[src/rtl/nibble_serial_adder_if.sv]
// Operand/result handshake bundle for nibble_serial_adder.
// The master side presents operands and accepts results; the slave side is the adder.
interface nibble_serial_adder_if #(
  parameter int WIDTH = 16
);
  logic             in_valid;
  logic             in_ready;
  logic [WIDTH-1:0] a;
  logic [WIDTH-1:0] b;
  logic             cin;
  logic             op_sub;
  logic             out_valid;
  logic             out_ready;
  logic [WIDTH-1:0] sum;
  logic             cout;
  logic             overflow;
  logic             zero;

  modport master (
    output in_valid, a, b, cin, op_sub, out_ready,
    input  in_ready, out_valid, sum, cout, overflow, zero
  );

  modport slave (
    input  in_valid, a, b, cin, op_sub, out_ready,
    output in_ready, out_valid, sum, cout, overflow, zero
  );
endinterface

[src/rtl/nibble_serial_adder.sv]
// WIDTH-bit add/subtract through one 4-bit carry look-ahead slice, LSB nibble first.
// Latency: out_valid rises NIBBLES edges after accept; result is held while out_ready=0.
module nibble_serial_adder #(
  parameter int WIDTH = 16
) (
  input  logic                  clk,
  input  logic                  rst_n,
  nibble_serial_adder_if.slave  bus
);
  localparam int NIBBLES = WIDTH / 4;
  localparam int IDXW    = (NIBBLES > 1) ? $clog2(NIBBLES) : 1;
  localparam logic [IDXW-1:0] LAST = IDXW'(NIBBLES - 1);

  localparam logic [1:0] IDLE = 2'd0;
  localparam logic [1:0] RUN  = 2'd1;
  localparam logic [1:0] DONE = 2'd2;

  logic [1:0]       state;
  logic [IDXW-1:0]  idx;
  logic             carry;
  logic [WIDTH-1:0] a_q;
  logic [WIDTH-1:0] b_q;
  logic [WIDTH-1:0] sum_q;
  logic             cout_q;
  logic             ovf_q;
  logic             zero_q;

  logic [3:0]       x;
  logic [3:0]       y;
  logic [3:0]       g;
  logic [3:0]       p;
  logic [3:0]       s;
  logic             c1;
  logic             c2;
  logic             c3;
  logic             c4;
  logic [WIDTH-1:0] sum_nxt;

  // One look-ahead slice; carries are fully flattened from c0 = carry register.
  always_comb begin
    x  = a_q[{idx, 2'b00} +: 4];
    y  = b_q[{idx, 2'b00} +: 4];
    g  = x & y;
    p  = x | y;
    c1 = g[0] | (p[0] & carry);
    c2 = g[1] | (p[1] & g[0]) | (p[1] & p[0] & carry);
    c3 = g[2] | (p[2] & g[1]) | (p[2] & p[1] & g[0]) | (p[2] & p[1] & p[0] & carry);
    c4 = g[3] | (p[3] & g[2]) | (p[3] & p[2] & g[1]) | (p[3] & p[2] & p[1] & g[0])
       | (p[3] & p[2] & p[1] & p[0] & carry);
    s  = x ^ y ^ {c3, c2, c1, carry};
    sum_nxt = sum_q;
    sum_nxt[{idx, 2'b00} +: 4] = s;
  end

  always_ff @(posedge clk or negedge rst_n) begin
    if (!rst_n) begin
      state  <= IDLE;
      idx    <= '0;
      carry  <= 1'b0;
      a_q    <= '0;
      b_q    <= '0;
      sum_q  <= '0;
      cout_q <= 1'b0;
      ovf_q  <= 1'b0;
      zero_q <= 1'b0;
    end else begin
      case (state)
        IDLE: begin
          if (bus.in_valid) begin
            a_q   <= bus.a;
            // Subtract is folded into the operand so RUN only ever adds.
            b_q   <= bus.op_sub ? ~bus.b : bus.b;
            carry <= bus.op_sub | bus.cin;
            idx   <= '0;
            state <= RUN;
          end
        end
        RUN: begin
          sum_q <= sum_nxt;
          carry <= c4;
          if (idx == LAST) begin
            cout_q <= c4;
            ovf_q  <= c3 ^ c4;
            zero_q <= ~|sum_nxt;
            idx    <= '0;
            state  <= DONE;
          end else begin
            idx <= idx + 1'b1;
          end
        end
        DONE: begin
          if (bus.out_ready) begin
            state <= IDLE;
          end
        end
        default: state <= IDLE;
      endcase
    end
  end

  assign bus.in_ready  = (state == IDLE);
  assign bus.out_valid = (state == DONE);
  assign bus.sum       = sum_q;
  assign bus.cout      = cout_q;
  assign bus.overflow  = ovf_q;
  assign bus.zero      = zero_q;
endmodule

[src/flat_wrapper.sv]
// flat-port wrapper written by rule: the top's interface ports become plain ports
module nibble_serial_adder_flat 
#(
  parameter int WIDTH = 16
)
  (clk, rst_n, bus_in_valid, bus_a, bus_b, bus_cin, bus_op_sub, bus_out_ready, bus_in_ready, bus_out_valid, bus_sum, bus_cout, bus_overflow, bus_zero);
  nibble_serial_adder_if #(.WIDTH(WIDTH)) bus_i ();
  input  logic clk;
  input  logic rst_n;
  input wire logic [$bits(bus_i.in_valid)-1:0] bus_in_valid;
  input wire logic [$bits(bus_i.a)-1:0] bus_a;
  input wire logic [$bits(bus_i.b)-1:0] bus_b;
  input wire logic [$bits(bus_i.cin)-1:0] bus_cin;
  input wire logic [$bits(bus_i.op_sub)-1:0] bus_op_sub;
  input wire logic [$bits(bus_i.out_ready)-1:0] bus_out_ready;
  output wire logic [$bits(bus_i.in_ready)-1:0] bus_in_ready;
  output wire logic [$bits(bus_i.out_valid)-1:0] bus_out_valid;
  output wire logic [$bits(bus_i.sum)-1:0] bus_sum;
  output wire logic [$bits(bus_i.cout)-1:0] bus_cout;
  output wire logic [$bits(bus_i.overflow)-1:0] bus_overflow;
  output wire logic [$bits(bus_i.zero)-1:0] bus_zero;
  assign bus_i.in_valid = bus_in_valid;
  assign bus_i.a = bus_a;
  assign bus_i.b = bus_b;
  assign bus_i.cin = bus_cin;
  assign bus_i.op_sub = bus_op_sub;
  assign bus_i.out_ready = bus_out_ready;
  assign bus_in_ready = bus_i.in_ready;
  assign bus_out_valid = bus_i.out_valid;
  assign bus_sum = bus_i.sum;
  assign bus_cout = bus_i.cout;
  assign bus_overflow = bus_i.overflow;
  assign bus_zero = bus_i.zero;
  nibble_serial_adder #(.WIDTH(WIDTH)) u_core (.clk(clk), .rst_n(rst_n), .bus(bus_i));
endmodule
[config.mk]
export PLATFORM = sky130hd
export DESIGN_NAME = nibble_serial_adder_flat
export DESIGN_NICKNAME = d
export VERILOG_FILES = /design/src/rtl/nibble_serial_adder_if.sv /design/src/rtl/nibble_serial_adder.sv /design/src/flat_wrapper.sv
export SDC_FILE = /design/constraint.sdc
export NUM_CORES = 1
export LEC_CHECK = 0
export ABC_AREA = 0
export CAP_MARGIN = 20
export CORE_MARGIN = 3
export CORE_UTILIZATION = 45
export CTS_BUF_LIST = sky130_fd_sc_hd__clkbuf_16
export CTS_CLUSTER_SIZE = 14
export DETAILED_ROUTE_END_ITERATION = 6
export DONT_BUFFER_PORTS = 1
export GPL_TIMING_DRIVEN = 0
export PLACE_DENSITY = 0.69
export RECOVER_POWER = 50
export SLEW_MARGIN = 20
export SYNTH_ARGS = -nofsm -noshare
export SYNTH_HDL_FRONTEND = slang
export SYNTH_SLANG_ARGS = --single-unit
export TNS_END_PERCENT = 30
[constraint.sdc]
create_clock -name clk -period 2.6 [get_ports clk]
set_clock_uncertainty 0.05 [all_clocks]
set_input_delay 0.52 -clock clk [delete_from_list [all_inputs] [get_ports clk]]
set_output_delay 0.52 -clock clk [all_outputs]
set_load 0.03 [all_outputs]
# Word level (Yosys, flattened, before mapping)
# Cells that the tools add are included.
[word_totals]
out_inout_bits = 21
ff_bits = 56
[op_classes]
mux = 11
bitwise = 33
shifts = 4
n_eq_ne = 6
addsub = 2
reduce_logical = 8
[op_table]
columns = ["op", "n"]
rows = [
  ["indexed part select 16 x 5 -> 4 bit", 2],
  ["AND 1 bit", 16],
  ["bitwise mux 16 bit", 1],
  ["2-to-1 mux 16 bit", 1],
  ["inverter 16 bit", 1],
  ["OR reduction 16 bit", 1],
  ["variable shift 4 x 6 -> 16 bit, first input constant", 1],
  ["indexed part select 4 x 6 -> 16 bit", 1],
  ["bitwise OR 1 bit", 11],
  ["2-to-1 mux 2 bit", 5],
  ["XOR 4 bit", 2],
  ["negation 4 -> 6 bit", 1],
  ["one-hot mux 2 bit (3 select lines)", 1],
  ["AND reduction 2 bit", 3],
  ["AND 4 bit", 1],
  ["== test 2 bit, second input constant", 2],
  ["!= test 2 bit, second input constant", 2],
  ["bitwise OR 4 bit", 1],
  ["one-hot mux 2 bit (2 select lines)", 1],
  ["AND reduction 3 bit", 1],
  ["adder 2 x 1 -> 2 bit, second input constant", 1],
  ["== test 2 x 1 -> 1 bit, second input constant", 1],
  ["zero test 2 bit", 1],
  ["!= test 2 x 1 -> 1 bit, second input constant", 1],
  ["other kinds (5)", 5],
]

# Depth between registers and ports, before layout
# Gate-level depths: netlist of run 1.
[depth]
depth_word = 11
depth_mapped = 10

# Worst setup path after synthesis of run 1
# Ideal clock, no wire load.
[synth_path]
kind = "reg2reg"
startpoint = "register u_core.idx[0]"
endpoint = "register u_core.zero_q, in the netlist u_core.bus.zero"
stages_incl_launch_ff = 9
setup_time_ns = 0.077
arrival_ns = 2.214
required_time_ns = 2.473
slack_ns = 0.258
synth_period_minus_slack_ns = 2.342
path_cell_list = "dfrtp_1 > buf_6 > buf_6 > mux4_2 > ha_1 > or2_2 > o211ai_1 > o211ai_1 > a21oi_1"
[synth_via]
elab_chain_cells = 11
elab_cells_between_ends = 29
[synth_rtl]
columns = ["element", "line_no", "rtl"]
rows = [
  ["start: declaration", "nibble_serial_adder.sv:19", "logic [IDXW-1:0] idx;"],
  ["start signal: assignment", "nibble_serial_adder.sv:88", "idx <= idx + 1'b1;"],
  ["indexed part select 16 x 5 -> 4 bit (on tied branches)", "nibble_serial_adder.sv:41, nibble_serial_adder.sv:42", ""],
  ["bitwise OR 4 bit or AND 4 bit (tied branches)", "nibble_serial_adder.sv:44, nibble_serial_adder.sv:43", ""],
  ["AND 1 bit", "nibble_serial_adder.sv:47", "c3 = g[2] | (p[2] & g[1]) | (p[2] & p[1] & g[0]) | (p[2] & p[1] & p[0] & carry);"],
  ["bitwise OR 1 bit or AND 1 bit (tied branches) (2 in series)", "nibble_serial_adder.sv:47", ""],
  ["bitwise OR 1 bit", "nibble_serial_adder.sv:47", ""],
  ["XOR 4 bit", "nibble_serial_adder.sv:50", "s = x ^ y ^ {c3, c2, c1, carry};"],
  ["indexed part select 4 x 6 -> 16 bit", "nibble_serial_adder.sv:52", "sum_nxt[{idx, 2'b00} +: 4] = s;"],
  ["bitwise mux 16 bit", "nibble_serial_adder.sv:52", ""],
  ["OR reduction 16 bit", "nibble_serial_adder.sv:84", "zero_q <= ~|sum_nxt;"],
  ["zero test 1 bit", "nibble_serial_adder.sv:84", ""],
  ["end signal: assignment", "nibble_serial_adder.sv:84", ""],
  ["end: declaration", "nibble_serial_adder.sv:26", "logic zero_q;"],
]
# Parallel ways exist; a longest one is shown, timed or not.
# A chain may end at the register's enable or synchronous reset.

# Worst setup path in the final report of run 1
# Ends and elaborated chain as after synthesis.

==> run summary, run 1 <==
The netlist uses 44 different library cells. The TritonCTS buffer count is 5. STA puts the critical path data arrival time at 2670 ps. The number of nets in the synthesized netlist came out at 361. Of the total power, combinational logic draws 0.542. The required time at the endpoint of the critical path came out at 2770 ps. After detailed routing, the number of vias per cell comes to 5.432. The worst setup timing slack at the placement stage came out at -223.3 ps. For this design the total switching power over the nets is 2.241 mW. In the final design database the tool counted 374 nets. The hold violation total from the final report came out at 0. By instance count, the leading cell after synthesis is nand2_1. The detailed-route via count is 2162. The area share of the largest cell type after synthesis came out at 0.4655.

Of the total synthesized cell area, the portion taken by XOR and XNOR cells is 0.04946. The internal power component is 2.705 mW. Of the total power, the clock network draws 0.133. The floorplan die width came out at 87.79 µm.

The maximum frequency from static timing analysis came out at 400.4 MHz. Ranked by total cell area, the synthesized netlist is headed by dfrtp_1 47%, nand2_1 11%, ha_1 6.2%. In the finished design, the share of the clock period the worst path needs comes to 0.9607. The largest fanout of any net on the critical path is 10. The sequential fraction of the synthesis area is 0.4655. After synthesis, the most frequently instantiated cells are 90 x nand2_1, 56 x dfrtp_1, 27 x o21ai_0, 17 x xnor2_1, 15 x ha_1. The number of register bits inferred by synthesis is 56. The global routing stage identified its most utilized layer as met2. The actual slew at the worst max-slew pin came out at 1384 ps. The number of enable flip-flop cells after synthesis is 0.

The number of global-route vias before repair is 2201. The initial antenna violation count is 0. The simple-gate share of the synthesized area came out at 0.1858.

The root buffer cell is clkbuf_16. The ratio of total power to cell area is 1494 nW/µm². The flow ran to the end, and the final reports show no timing, DRC or antenna violations. By area, the combinational part of the netlist is dominated by simple AND/OR/NAND/NOR gates. The met3 usage in global routing came out at 0.05268. The share of cell area taken by muxes after synthesis is 0.06692. The floorplan die area is 7707 µm². STA classifies the critical path endpoint as a register.

Of the total power, registers draw 0.325. The total overflow reported by the global router is 0. For this run, design rule violations remaining after detail routing come to 0.

The number of setup violations in the final report came out at 0. The average wire per cell in the routed design is 15.74 µm. The worst setup path is launched from a register.

Clock-pin slew was measured on the worst setup and hold paths at 70 ps. The critical path is of the register to register type. Of the total power, the share spent switching nets is 0.4531. The cell count after synthesis is 307.

The final worst hold slack is 277.3 ps. In this run the remaining antenna-violating nets after routing total 0. Summed over all nets, the half-perimeter wirelength after detailed placement is 4558 µm. Setup repair after global routing left no endpoint under its margin. The worst voltage drop across the vdd grid came out at 0.0005660 V. The cell area after synthesis came out at 3010 µm². For this design the static power due to leakage is 1.537 nW.

The later pin in the worst-skew pair is clocked with a latency of 290 ps. The fraction of final layout cells with drive strength greater than 1 came out at 0.1184. Compared with the post-synthesis result, the final layout area differs by 9.975%. TritonCTS built the clock tree. The post-route minimum period came out at 2498 ps. Pin placement for this block handled 59 I/O pins. Setup slack closes at 102.2 ps. The effective utilization at floorplan is 0.4687. The y dimension of the die came out at 87.79 µm. The final weighted congestion in routability-driven placement is 0.8883. The number of H-tree branching levels came out at 2. The max-slew violation count was 0.

The iteration count of the initial detailed-routing pass came out at 4. The number of violations reported at the end of detailed-routing iteration 0 is 57. The count of buffers from port buffering is 0. The number of buffers between clock root and the deepest sink came out at 2. The post-route setup TNS came out at 0 ps. The headroom to the max-slew limit came out at 0.07730. The pin count of the biggest net entering global routing is 57. For this run, the leading register cell type out of synthesis is dfrtp_1. The global-route total usage across every layer came out at 0.1761. The power consumption came out at 4.946 mW. The region available for standard cell placement spans 6422 µm². In this run the worst hold path is classified as primary input to register. The wire length reported by the detailed router came out at 6266 µm. The count of clock tree sinks is 56. The total of max-cap violations came out at 0. The compound-cell area share of the yosys netlist came out at 0.1205. Of the total synthesized cell area, the portion taken by full adders, half adders and majority gates is 0.06899. The count of yosys warnings during synthesis is 0. The total inserted antenna cells came out at 0. The met2 capacity usage during global routing came out at 0.2966. The cell row count came out at 29. The proportion of register bits with asynchronous set or reset after synthesis came out at 1.000. The met1 capacity usage during global routing came out at 0.2220. A synthesized cell averages 9.806 µm². The first-pass GRT wire length came out at 10540 µm.

The dominant cell type by area after synthesis is dfrtp_1.
## cell families (layout without fill, tap and decap cells)
kind of cell               after synthesis  in the layout
DFF                                     56             56
buffers and inverters                   27             41
AOI/OAI and AO/OA                       56             56
and+or+nand+nor                        125            125
muxes                                   10             10
xor gates and xnor gates                17             17
adders and majority gates               16             16
## worst max-delay path: stages, from the launching register on
cell	delay (ps)
dfrtp_1	400
buf_8	170
buf_6	150
mux4_2	540
ha_1	240
or2_2	270
o211ai_1	200
buf_4	180
o211ai_1	80
a21oi_1	140
## area by class of cell
type / count / area [µm²]
buffer: 13 / 81.33
clock buffer: 5 / 125.1
multi-input combinational: 224 / 1496
fill: 585 / 3112
timing repair buffer: 6 / 42.54
clock inverter: 3 / 15.01
sequential: 56 / 1401
tap: 77 / 96.34
inverter: 14 / 52.55
## registers in the layout, summed over array words and instances (netlist names), 2 cells and up
| name | cells |
|---|---|
| u_core.bus.sum | 16 |
| u_core.idx | 2 |
| u_core.a_q | 16 |
| u_core.b_q | 16 |
| u_core.state | 2 |
## routing by layer
metal,up-vias,routed length [µm]
met5,-,0
met4,0,76
met2,54,2963
li1,1070,-
met3,7,384
met1,1031,2843
## through the flow
stage | area [µm²] | utilization | instances
floorplan | 3010 | - | 307
global placement | 3107 | 0.4837 | 384
detailed placement | 3107 | 0.4837 | 384
CTS | 3291 | 0.5124 | 394
global route | 3311 | 0.5155 | 398
finish | 3311 | 0.5155 | 398
## what timing repair did
action | in CTS | in global routing
hold buffers | 1 | 0
gates resized for setup | 2 | 5
hold endpoints to repair | 56 | 0
setup endpoints to repair | 13 | 7
buffers inserted | 1 | 4
pin swaps | 1 | 1
## placed cells by master (no fill, tap or decap), types with 2 or more instances in the layout
cell,instances
buf_2,4
nor4_1,3
inv_1,15
nand2b_1,2
clkbuf_2,2
buf_6,2
and2_1,2
a21oi_1,3
clkbuf_1,5
nand3_1,4
o211ai_1,4
nand3b_1,2
xnor2_1,16
o31ai_1,9
ha_1,15
clkbuf_16,5
dfrtp_1,56
buf_4,5
mux4_2,8
nor2_1,6
o41ai_2,2
o21ai_0,27
and2b_1,2
nor2b_1,4
nand2_1,91
## path summary, 6_finish.rpt
path                                     start            endpoint  slack [ps]  cells after the start
worst max-delay path             u_core.idx[0]     u_core.bus.zero         100                      9
worst min-delay path             bus_out_ready     u_core.state[1]         280                      1
worst max register to register   u_core.idx[0]     u_core.bus.zero         100                      9
worst min register to register  u_core.a_q[15]      u_core.a_q[15]         420                      2
max in group asynchronous                rst_n        u_core.carry        1180                      1
min in group asynchronous                rst_n  u_core.bus.sum[12]         490                      1
## power by group through the flow
stage | clock (mW) | sequential, mW | combinational, mW
3_3_place_gp | 0 | 1.62 | 2.40
3_5_place_dp | 0 | 1.63 | 2.44
2_1_floorplan | 0 | 1.56 | 1.91
4_1_cts | 0.668 | 1.61 | 2.60
6_report | 0.660 | 1.61 | 2.68
5_1_grt | 0.704 | 1.66 | 3.01
Power figures use the tool's default switching activity.
==> inputs of run 2 (changes only) <==
--- a/config.mk
+++ b/config.mk
@@ -5,7 +5,7 @@
 export SDC_FILE = /design/constraint.sdc
 export NUM_CORES = 1
 export LEC_CHECK = 0
-export ABC_AREA = 0
+export ABC_AREA = 1
 export CAP_MARGIN = 20
 export CORE_MARGIN = 3
 export CORE_UTILIZATION = 45
@@ -14,7 +14,7 @@
 export DETAILED_ROUTE_END_ITERATION = 6
 export DONT_BUFFER_PORTS = 1
 export GPL_TIMING_DRIVEN = 0
-export PLACE_DENSITY = 0.69
+export PLACE_DENSITY = 0.65
 export RECOVER_POWER = 50
 export SLEW_MARGIN = 20
 export SYNTH_ARGS = -nofsm -noshare
==> run 2 against run 1 <==
Effect of this change:
- the flow now finishes with violations (setup timing)
- cell count increased by 34%
- first-iteration DRC count up 130%
- largest cell class unchanged
- register-to-register slack lost 150 ps
==> run summary, run 2 <==
The dominant cell type by area after synthesis was dfrtp_1 (unchanged). The number of enable flip-flop cells after synthesis was 0 (unchanged). The cell area after synthesis is 3184 µm² (was 3010 µm²). The checks that failed: setup timing. The post-synthesis share of cell area spent on full adders, half adders and majority gates was 0.06523 (was 0.06899). The iteration count of the initial detailed-routing pass is 5 (was 4). The type of the most critical hold path is primary input to register (unchanged). The main combinational cell family by area after synthesis is simple AND/OR/NAND/NOR gates (unchanged). The reported leakage power came out at 1.864 nW (was 1.537 nW). The mean cell area of the mapped netlist came out at 7.729 µm² (was 9.806 µm²).

The simple-gate share of the synthesized area is 0.2585 (was 0.1858). Area contributors post-synth: dfrtp_1 44%, nand2_1 17%, ha_1 5.9% (was dfrtp_1 47%, nand2_1 11%, ha_1 6.2%). The worst voltage drop across the vdd grid is 0.0005552 V (was 0.0005660 V). The last element of the critical path was u_core.bus.zero (unchanged). The total overflow reported by the global router came out at 0 (unchanged).

The estimated wirelength of the detail-placed design came out at 5375 µm (was 4558 µm). The count of buffers from port buffering came out at 0 (unchanged). The most common library cell in the layout ignoring fill and taps is nand2_1 (unchanged). The number of remaining DRC errors came out at 0 (unchanged). The area share of the largest cell type after synthesis is 0.4401 (was 0.4655). The internal power component came out at 3.207 mW (was 2.705 mW). The y dimension of the die was 90.12 µm (was 87.79 µm). The root buffer cell was clkbuf_16 (unchanged). The TritonCTS buffer count came out at 5 (unchanged). Commonest cells in the netlist: 143 x nand2_1, 56 x dfrtp_1, 39 x inv_1, 34 x nor2_1, 30 x o21ai_0 (was 90 x nand2_1, 56 x dfrtp_1, 27 x o21ai_0, 17 x xnor2_1, 15 x ha_1).

The post-route minimum period is 2652 ps (was 2498 ps). The count of yosys warnings during synthesis came out at 0 (unchanged). The detailed-route via count is 2807 (was 2162). The via density per instance was 5.257 (was 5.432). The final weighted congestion in routability-driven placement is 0.8877 (was 0.8883). The highest metal layer with signal wires is met4 (unchanged). The xor and xnor fraction of the mapped netlist area came out at 0.04676 (was 0.04946).

The floorplan die area came out at 8122 µm² (was 7707 µm²). The cell count of the worst reg-to-reg path came out at 19 (was 9). The routed length on met2 came to 4189 µm (was 2963 µm).

The clock transition at the register clock pins on the worst setup and hold paths after CTS came out at 70 ps (about the same). The fraction of final layout cells with drive strength greater than 1 came out at 0.1986 (was 0.1184). The final standard cell area without fillers came out at 3884 µm² (was 3311 µm²).

The number of nets at the end of the flow is 491 (was 374). The number of register bits inferred by synthesis is 56 (unchanged). The max-slew violation count came out at 0 (unchanged).

The share of power burned in registers is 0.290 (was 0.325). The share of cell area taken by muxes after synthesis came out at 0 (was 0.06692). The number of setup violations in the final report is 1 (was 0). The setup slack of the critical path after layout came to -51.90 ps (was 102.2 ps).

The number of nets in the synthesized netlist was 466 (was 361). The area used by multi-input combinational logic came out at 1745 µm² (was 1496 µm²). The source of the critical timing path was u_core.idx[0] (unchanged). The initial antenna violation count is 0 (unchanged). Commonest non-fill, non-tap cells in the layout: 139 x nand2_1, 54 x dfrtp_1, 37 x inv_1 (was 91 x nand2_1, 56 x dfrtp_1, 27 x o21ai_0). The hold violation total from the final report is 0 (unchanged). The count of clock tree sinks came out at 56 (unchanged). The register area came out at 1404 µm² (was 1401 µm²).

RSZ-0062 raised after global routing: yes (was no). The effective utilization at floorplan is 0.4661 (was 0.4687). The average wire per cell in the routed design is 15.25 µm (was 15.74 µm).

The met3 wirelength from detailed routing is 375 µm (was 384 µm). The number of H-tree branching levels is 2 (unchanged). The cell row count came out at 30 (was 29). The cell total after placement came out at 508 (was 384). The share of total power consumed by net switching was 0.4938 (was 0.4531).

The floorplan die width is 90.12 µm (was 87.79 µm). The number of distinct library cell variants in the gate-level netlist after synthesis came out at 29 (was 44). The number of global-route vias before repair came out at 2676 (was 2201).

The class of the most critical setup path is register to register (unchanged). The ratio of final minimum period to clock period is 1.020 (was 0.9607). The actual slew at the worst max-slew pin is 1386 ps (was 1384 ps). The startpoint type of the worst setup path is a register (unchanged). The cell count after synthesis was 412 (was 307). The element type at the critical path end was a register (unchanged). The internal reg-to-reg setup slack came out at -50 ps (was 100 ps).

The number of buffers between clock root and the deepest sink was 2 (unchanged). The startpoint of the lowest-slack register-to-register path is u_core.idx[0] (unchanged). The part of the total power dissipated in the clock network was 0.124 (was 0.133).

The primary flip-flop cell chosen by synthesis mapping is dfrtp_1 (unchanged). The area growth from synthesis to layout is 21.96% (was 9.975%). The reg-to-reg endpoint was u_core.bus.zero (unchanged). The portion of total power attributed to combinational logic came to 0.586 (was 0.542). The worst-skew pair later-pin latency came out at 290 ps (about the same). The final standard cell count with taps included and fillers excluded is 534 (was 398). The wire length reported by the detailed router came out at 8141 µm (was 6266 µm). The total inserted antenna cells came to 0 (unchanged). The ratio of total power to cell area is 1631 nW/µm² (was 1494 nW/µm²).

The pin count of the biggest net entering global routing came out at 57 (unchanged). The global-route total usage across every layer came out at 0.1920 (was 0.1761). The clock tree from TritonCTS was done (unchanged). The total of max-cap violations was 0 (unchanged). The number of violations reported at the end of detailed-routing iteration 0 came out at 129 (was 57). Status: finished with violations (was finished, final reports clean). The launch instance of the worst min-delay path was bus_out_ready (unchanged). The antenna violation net count after detailed routing is 0 (unchanged).

The fill cell total of the finished layout came out at 635 (was 585). The data arrival time of the critical path is 2840 ps (was 2670 ps). The first-pass GRT wire length is 12770 µm (was 10540 µm). The maximum frequency from static timing analysis is 377.1 MHz (was 400.4 MHz). The most frequent cell after synthesis is nand2_1 (unchanged). The placed cell area came out at 3304 µm² (was 3107 µm²). The routed length on met1 is 3349 µm (was 2843 µm). The I/O pin count came to 59 (unchanged). The required time at the endpoint of the critical path is 2780 ps (was 2770 ps).

The largest fanout of any net on the critical path was 10 (unchanged). The headroom to the max-slew limit is 0.07605 (was 0.07730). The switching power of the nets is 3.128 mW (was 2.241 mW). The proportion of register bits with asynchronous set or reset after synthesis came out at 1.000 (unchanged). The sequential fraction of the synthesis area is 0.4401 (was 0.4655). The area of the core came to 6832 µm² (was 6422 µm²).

The compound-cell area share of the yosys netlist was 0.1120 (was 0.1205).
[run 2: cell count changes in the layout (fill, tap and decap cells not counted), sizes merged, moves of 8 or more]
cell   change
buf       +20
inv       +29
mux4       -8
nand2     +56
nand3      +8
nor2      +29
o31ai      -8
[run 2: worst min-delay path by stage]
stage	end	cells after the start
after floorplan	u_core.a_q[0]	0
after global placement	u_core.bus.sum[13]	0
after detailed placement	u_core.bus.sum[13]	0
after CTS	u_core.a_q[12]	1
after global routing	u_core.state[1]	1
final	u_core.state[1]	1
[run 2: routing by layer]
layer	up-vias	global-route usage
li1	1362	-
met1	1337	0.2364
met3	22	0.04100
met4	0	0.05995
met5	-	0
met2	86	0.3354
[run 2: final cells by class]
cell class / instances / share of cell area
Sequential cell: 56 / 0.3615
Inverter: 44 / 0.04575
Buffer: 16 / 0.03415
Clock inverter: 3 / 0.01192
Clock buffer: 5 / 0.03222
Multi-Input combinational cell: 296 / 0.4494
Timing Repair Buffer: 18 / 0.03415
Tap cell: 96 / 0.03093
[run 2: per-stage QoR]
stage	utilization	setup WS, ps	TNS [ps]	power, mW	hold slack [ps]
4_1_cts	0.5372	9.603	0	5.722	49.12
6_report	0.5685	-51.90	-51.90	6.336	276.4
3_3_place_gp	0.4837	-516.4	-1667	4.485	175.8
5_1_grt	0.5685	-136.9	-136.9	6.828	275.2
3_5_place_dp	0.4837	-542.6	-2354	4.538	175.8
2_1_floorplan	-	41.07	0	3.881	174.4
[run 2: critical path: stages, from the launching register on]
cell	delay [ps]
dfrtp_2	420
buf_8	150
buf_8	150
a21oi_1	160
a32oi_2	90
buf_4	140
ha_1	210
nor2_2	150
nand2_1	100
nand2_2	120
nand2_2	90
nand2_1	80
nand2_2	70
nand2_1	70
nand2_1	50
inv_1	60
nand2_1	70
nor2_1	130
nand3_1	140
nand2_1	100
[run 2: power by group through the flow]
stage	registers (mW)	logic (mW)	clock network [mW]
4_1_cts	1.82	3.11	0.794
2_1_floorplan	1.74	2.14	0
3_5_place_dp	1.83	2.71	0
3_3_place_gp	1.82	2.66	0
5_1_grt	1.89	4.11	0.833
6_report	1.84	3.71	0.784
[run 2: what timing repair did]
action,CTS,global route
setup endpoints to repair,19,2
resized for setup,30,38
setup buffers,4,12
cloned,1,0
pin swaps,7,22
hold buffers,1,0
endpoints found under the hold margin,56,0
[run 2: kinds of logic after synthesis]
family	after synthesis
AOI/OAI and AO/OA	61
buffers and inverters	60
DFF	56
and+or+nand+nor	202
xor gates and xnor gates	17
adders and majority gates	16
==> inputs of run 3 (changes only) <==
--- a/config.mk
+++ b/config.mk
@@ -14,7 +14,7 @@
 export DETAILED_ROUTE_END_ITERATION = 6
 export DONT_BUFFER_PORTS = 1
 export GPL_TIMING_DRIVEN = 0
-export PLACE_DENSITY = 0.65
+export PLACE_DENSITY = 0.6
 export RECOVER_POWER = 50
 export SLEW_MARGIN = 20
 export SYNTH_ARGS = -nofsm -noshare
==> run 3 against run 2 <==
Effect of this change:
- the run now ends clean
- worst setup slack improved by 100 ps
- fmax up 4.1%
- core utilization shrank 3.4 points
- sequential share of layout area up 2.3 points
- non-clock buffer count is 9 lower
- via count down 7.7%
- critical path type unchanged
==> run summary, run 3 (synthesized netlist as in run 2, its figures left out) <==
Status: finished, final reports clean (was finished with violations). The share of power burned in registers is 0.324 (was 0.290). The internal power component is 2.834 mW (was 3.207 mW).

The detailed-route via count came out at 2590 (was 2807). The type of the most critical hold path is primary input to register (unchanged). The actual slew at the worst max-slew pin came out at 1393 ps (was 1386 ps). The total of max-cap violations came out at 0 (unchanged). The worst setup timing slack at the placement stage came out at -570.0 ps (was -542.6 ps). The initial antenna violation count is 0 (unchanged). The launch instance of the worst min-delay path is bus_out_ready (unchanged). The max-slew violation count came to 0 (unchanged). RSZ-0062 raised after global routing: yes (unchanged). The final weighted congestion in routability-driven placement is 0.8885 (was 0.8877). The via density per instance is 4.943 (was 5.257). The startpoint of the lowest-slack register-to-register path is u_core.idx[0] (unchanged). The number of violations reported at the end of detailed-routing iteration 0 came out at 92 (was 129). The hold violation total from the final report is 0 (unchanged). The element type at the critical path end is a register (unchanged). The worst voltage drop across the vdd grid was 0.0005300 V (was 0.0005552 V). The required time at the endpoint of the critical path is 2780 ps (about the same).

The clock transition at the register clock pins on the worst setup and hold paths after CTS is 70 ps (about the same). The number of buffers between clock root and the deepest sink is 2 (unchanged). The most common library cell in the layout ignoring fill and taps is nand2_1 (unchanged). The class of the most critical setup path was register to register (unchanged). The number of setup violations in the final report came out at 0 (was 1).

The TritonCTS buffer count is 5 (unchanged). The headroom to the max-slew limit came out at 0.07136 (was 0.07605). The count of clock tree sinks was 56 (unchanged). The worst-skew pair later-pin latency came to 290 ps (about the same). The number of nets at the end of the flow came out at 482 (was 491). The total overflow reported by the global router is 0 (unchanged).

The share of total power consumed by net switching is 0.4946 (was 0.4938). The fill cell total of the finished layout came out at 685 (was 635). The area growth from synthesis to layout came to 14.70% (was 21.96%). The switching power of the nets came to 2.774 mW (was 3.128 mW). The data arrival time of the critical path is 2730 ps (was 2840 ps).

The first-pass GRT wire length was 11960 µm (was 12770 µm). The number of global-route vias before repair is 2518 (was 2676). The antenna violation net count after detailed routing was 0 (unchanged). The cell row count came out at 30 (unchanged). The area of the core is 6832 µm² (unchanged). The I/O pin count is 59 (unchanged). The maximum frequency from static timing analysis came out at 392.6 MHz (was 377.1 MHz). The placed cell area came out at 3304 µm² (unchanged). The reported leakage power came out at 1.781 nW (was 1.864 nW).

The area used by multi-input combinational logic is 1635 µm² (was 1745 µm²). The ratio of total power to cell area is 1535 nW/µm² (was 1631 nW/µm²). The effective utilization at floorplan came out at 0.4661 (unchanged). The total inserted antenna cells is 0 (unchanged). The post-route minimum period is 2547 ps (was 2652 ps).

The floorplan die area came out at 8122 µm² (unchanged). The wire length reported by the detailed router came out at 7363 µm (was 8141 µm). The number of H-tree branching levels came out at 2 (unchanged).

The global-route total usage across every layer came out at 0.1840 (was 0.1920). The ratio of final minimum period to clock period came out at 0.9798 (was 1.020). The estimated wirelength of the detail-placed design came out at 5307 µm (was 5375 µm). The final worst hold slack was 268.5 ps (was 276.4 ps). The part of the total power dissipated in the clock network came out at 0.114 (was 0.124).

The floorplan die width is 90.12 µm (unchanged). The portion of total power attributed to combinational logic is 0.562 (was 0.586). The average wire per cell in the routed design came out at 14.05 µm (was 15.25 µm). The clock tree from TritonCTS is done (unchanged). The fraction of final layout cells with drive strength greater than 1 is 0.1472 (was 0.1986). The register area is 1404 µm² (unchanged). The number of remaining DRC errors was 0 (unchanged). The setup slack of the critical path after layout is 52.63 ps (was -51.90 ps). The source of the critical timing path is u_core.idx[0] (unchanged). The iteration count of the initial detailed-routing pass was 4 (was 5).

The y dimension of the die is 90.12 µm (unchanged). The largest fanout of any net on the critical path came to 7 (was 10). The pin count of the biggest net entering global routing is 57 (unchanged).

The startpoint type of the worst setup path is a register (unchanged). The final standard cell area without fillers is 3652 µm² (was 3884 µm²). The count of buffers from port buffering came out at 0 (unchanged).

The root buffer cell is clkbuf_16 (unchanged). Commonest non-fill, non-tap cells in the layout: 142 x nand2_1, 54 x dfrtp_1, 38 x inv_1 (was 139 x nand2_1, 54 x dfrtp_1, 37 x inv_1).
[run 3: changes by cell type in the layout (fill, tap and decap cells not counted), moves of 2 or more]
cell / delta
buf_4: -10
buf_8: -3
nand2_1: +3
a21oi_1: +2
buf_6: +2
ha_1: +2
ha_4: -2
nand2_4: -2
nand3_1: +2
nor2_1: +2
[run 3: final cells by class]
cell class,instances,area share
inverters,44,0.04728
plain buffers,16,0.03392
flip-flops and latches,56,0.3844
well taps,96,0.03289
repair buffers,9,0.01713
clock inverters,2,0.002398
clock buffers,5,0.03426
multi-input cells,296,0.4478
[run 3: path summary, 6_finish.rpt]
| path | end | slack, ps | cells past startpoint |
|---|---|---|---|
| min in group asynchronous | u_core.bus.sum[0] | 480 | 1 |
| min reg2reg | u_core.a_q[4] | 430 | 2 |
| max in group asynchronous | u_core.idx[0] | 1060 | 1 |
| max reg2reg | u_core.bus.zero | 50 | 15 |
| min | u_core.state[1] | 270 | 1 |
| max | u_core.bus.zero | 50 | 15 |
[run 3: routing by layer]
| metal | part of all wire | vias up | GRT usage |
|---|---|---|---|
| met5 | 0 | - | 0 |
| met4 | 0.015 | 0 | 0.05867 |
| met3 | 0.037 | 10 | 0.04017 |
| met2 | 0.50 | 50 | 0.3192 |
| met1 | 0.44 | 1196 | 0.2276 |
| li1 | - | 1334 | - |
[run 3: per-stage QoR]
stage	cells	utilization	setup TNS [ps]	total power, mW
global placement	508	0.4837	-1939	4.485
floorplan	412	-	0	3.881
global route	524	0.5346	-81.39	6.166
detailed placement	508	0.4837	-2331	4.539
CTS	520	0.5231	0	5.432
finish	524	0.5346	0	5.608
[run 3: worst max-delay path, cell delays in order, from the launching register on]
cell,delay [ps]
dfrtp_2,430
buf_8,150
inv_6,60
buf_6,120
nand2_4,50
a32oi_4,240
fa_2,520
nand3_2,120
o22ai_2,80
nor2_1,150
nand2_1,60
nor2_1,100
nand2_1,80
nor2_2,120
nand3_1,90
nand2_1,70
[run 3: what timing repair did]
action | in CTS | in global routing
endpoints found under the setup margin | 18 | 4
pin swaps | 3 | 14
hold buffers | 1 | 0
endpoints found under the hold margin | 56 | 0
gates resized for setup | 21 | 21
buffers inserted | 4 | 3
gates cloned | 0 | 1
[run 3: power groups by stage]
stage	Combinational (mW)	Clock, mW	Sequential (mW)
3_5_place_dp	2.71	0	1.83
4_1_cts	2.96	0.665	1.81
5_1_grt	3.59	0.700	1.87
3_3_place_gp	2.66	0	1.83
2_1_floorplan	2.14	0	1.74
6_report	3.15	0.640	1.82
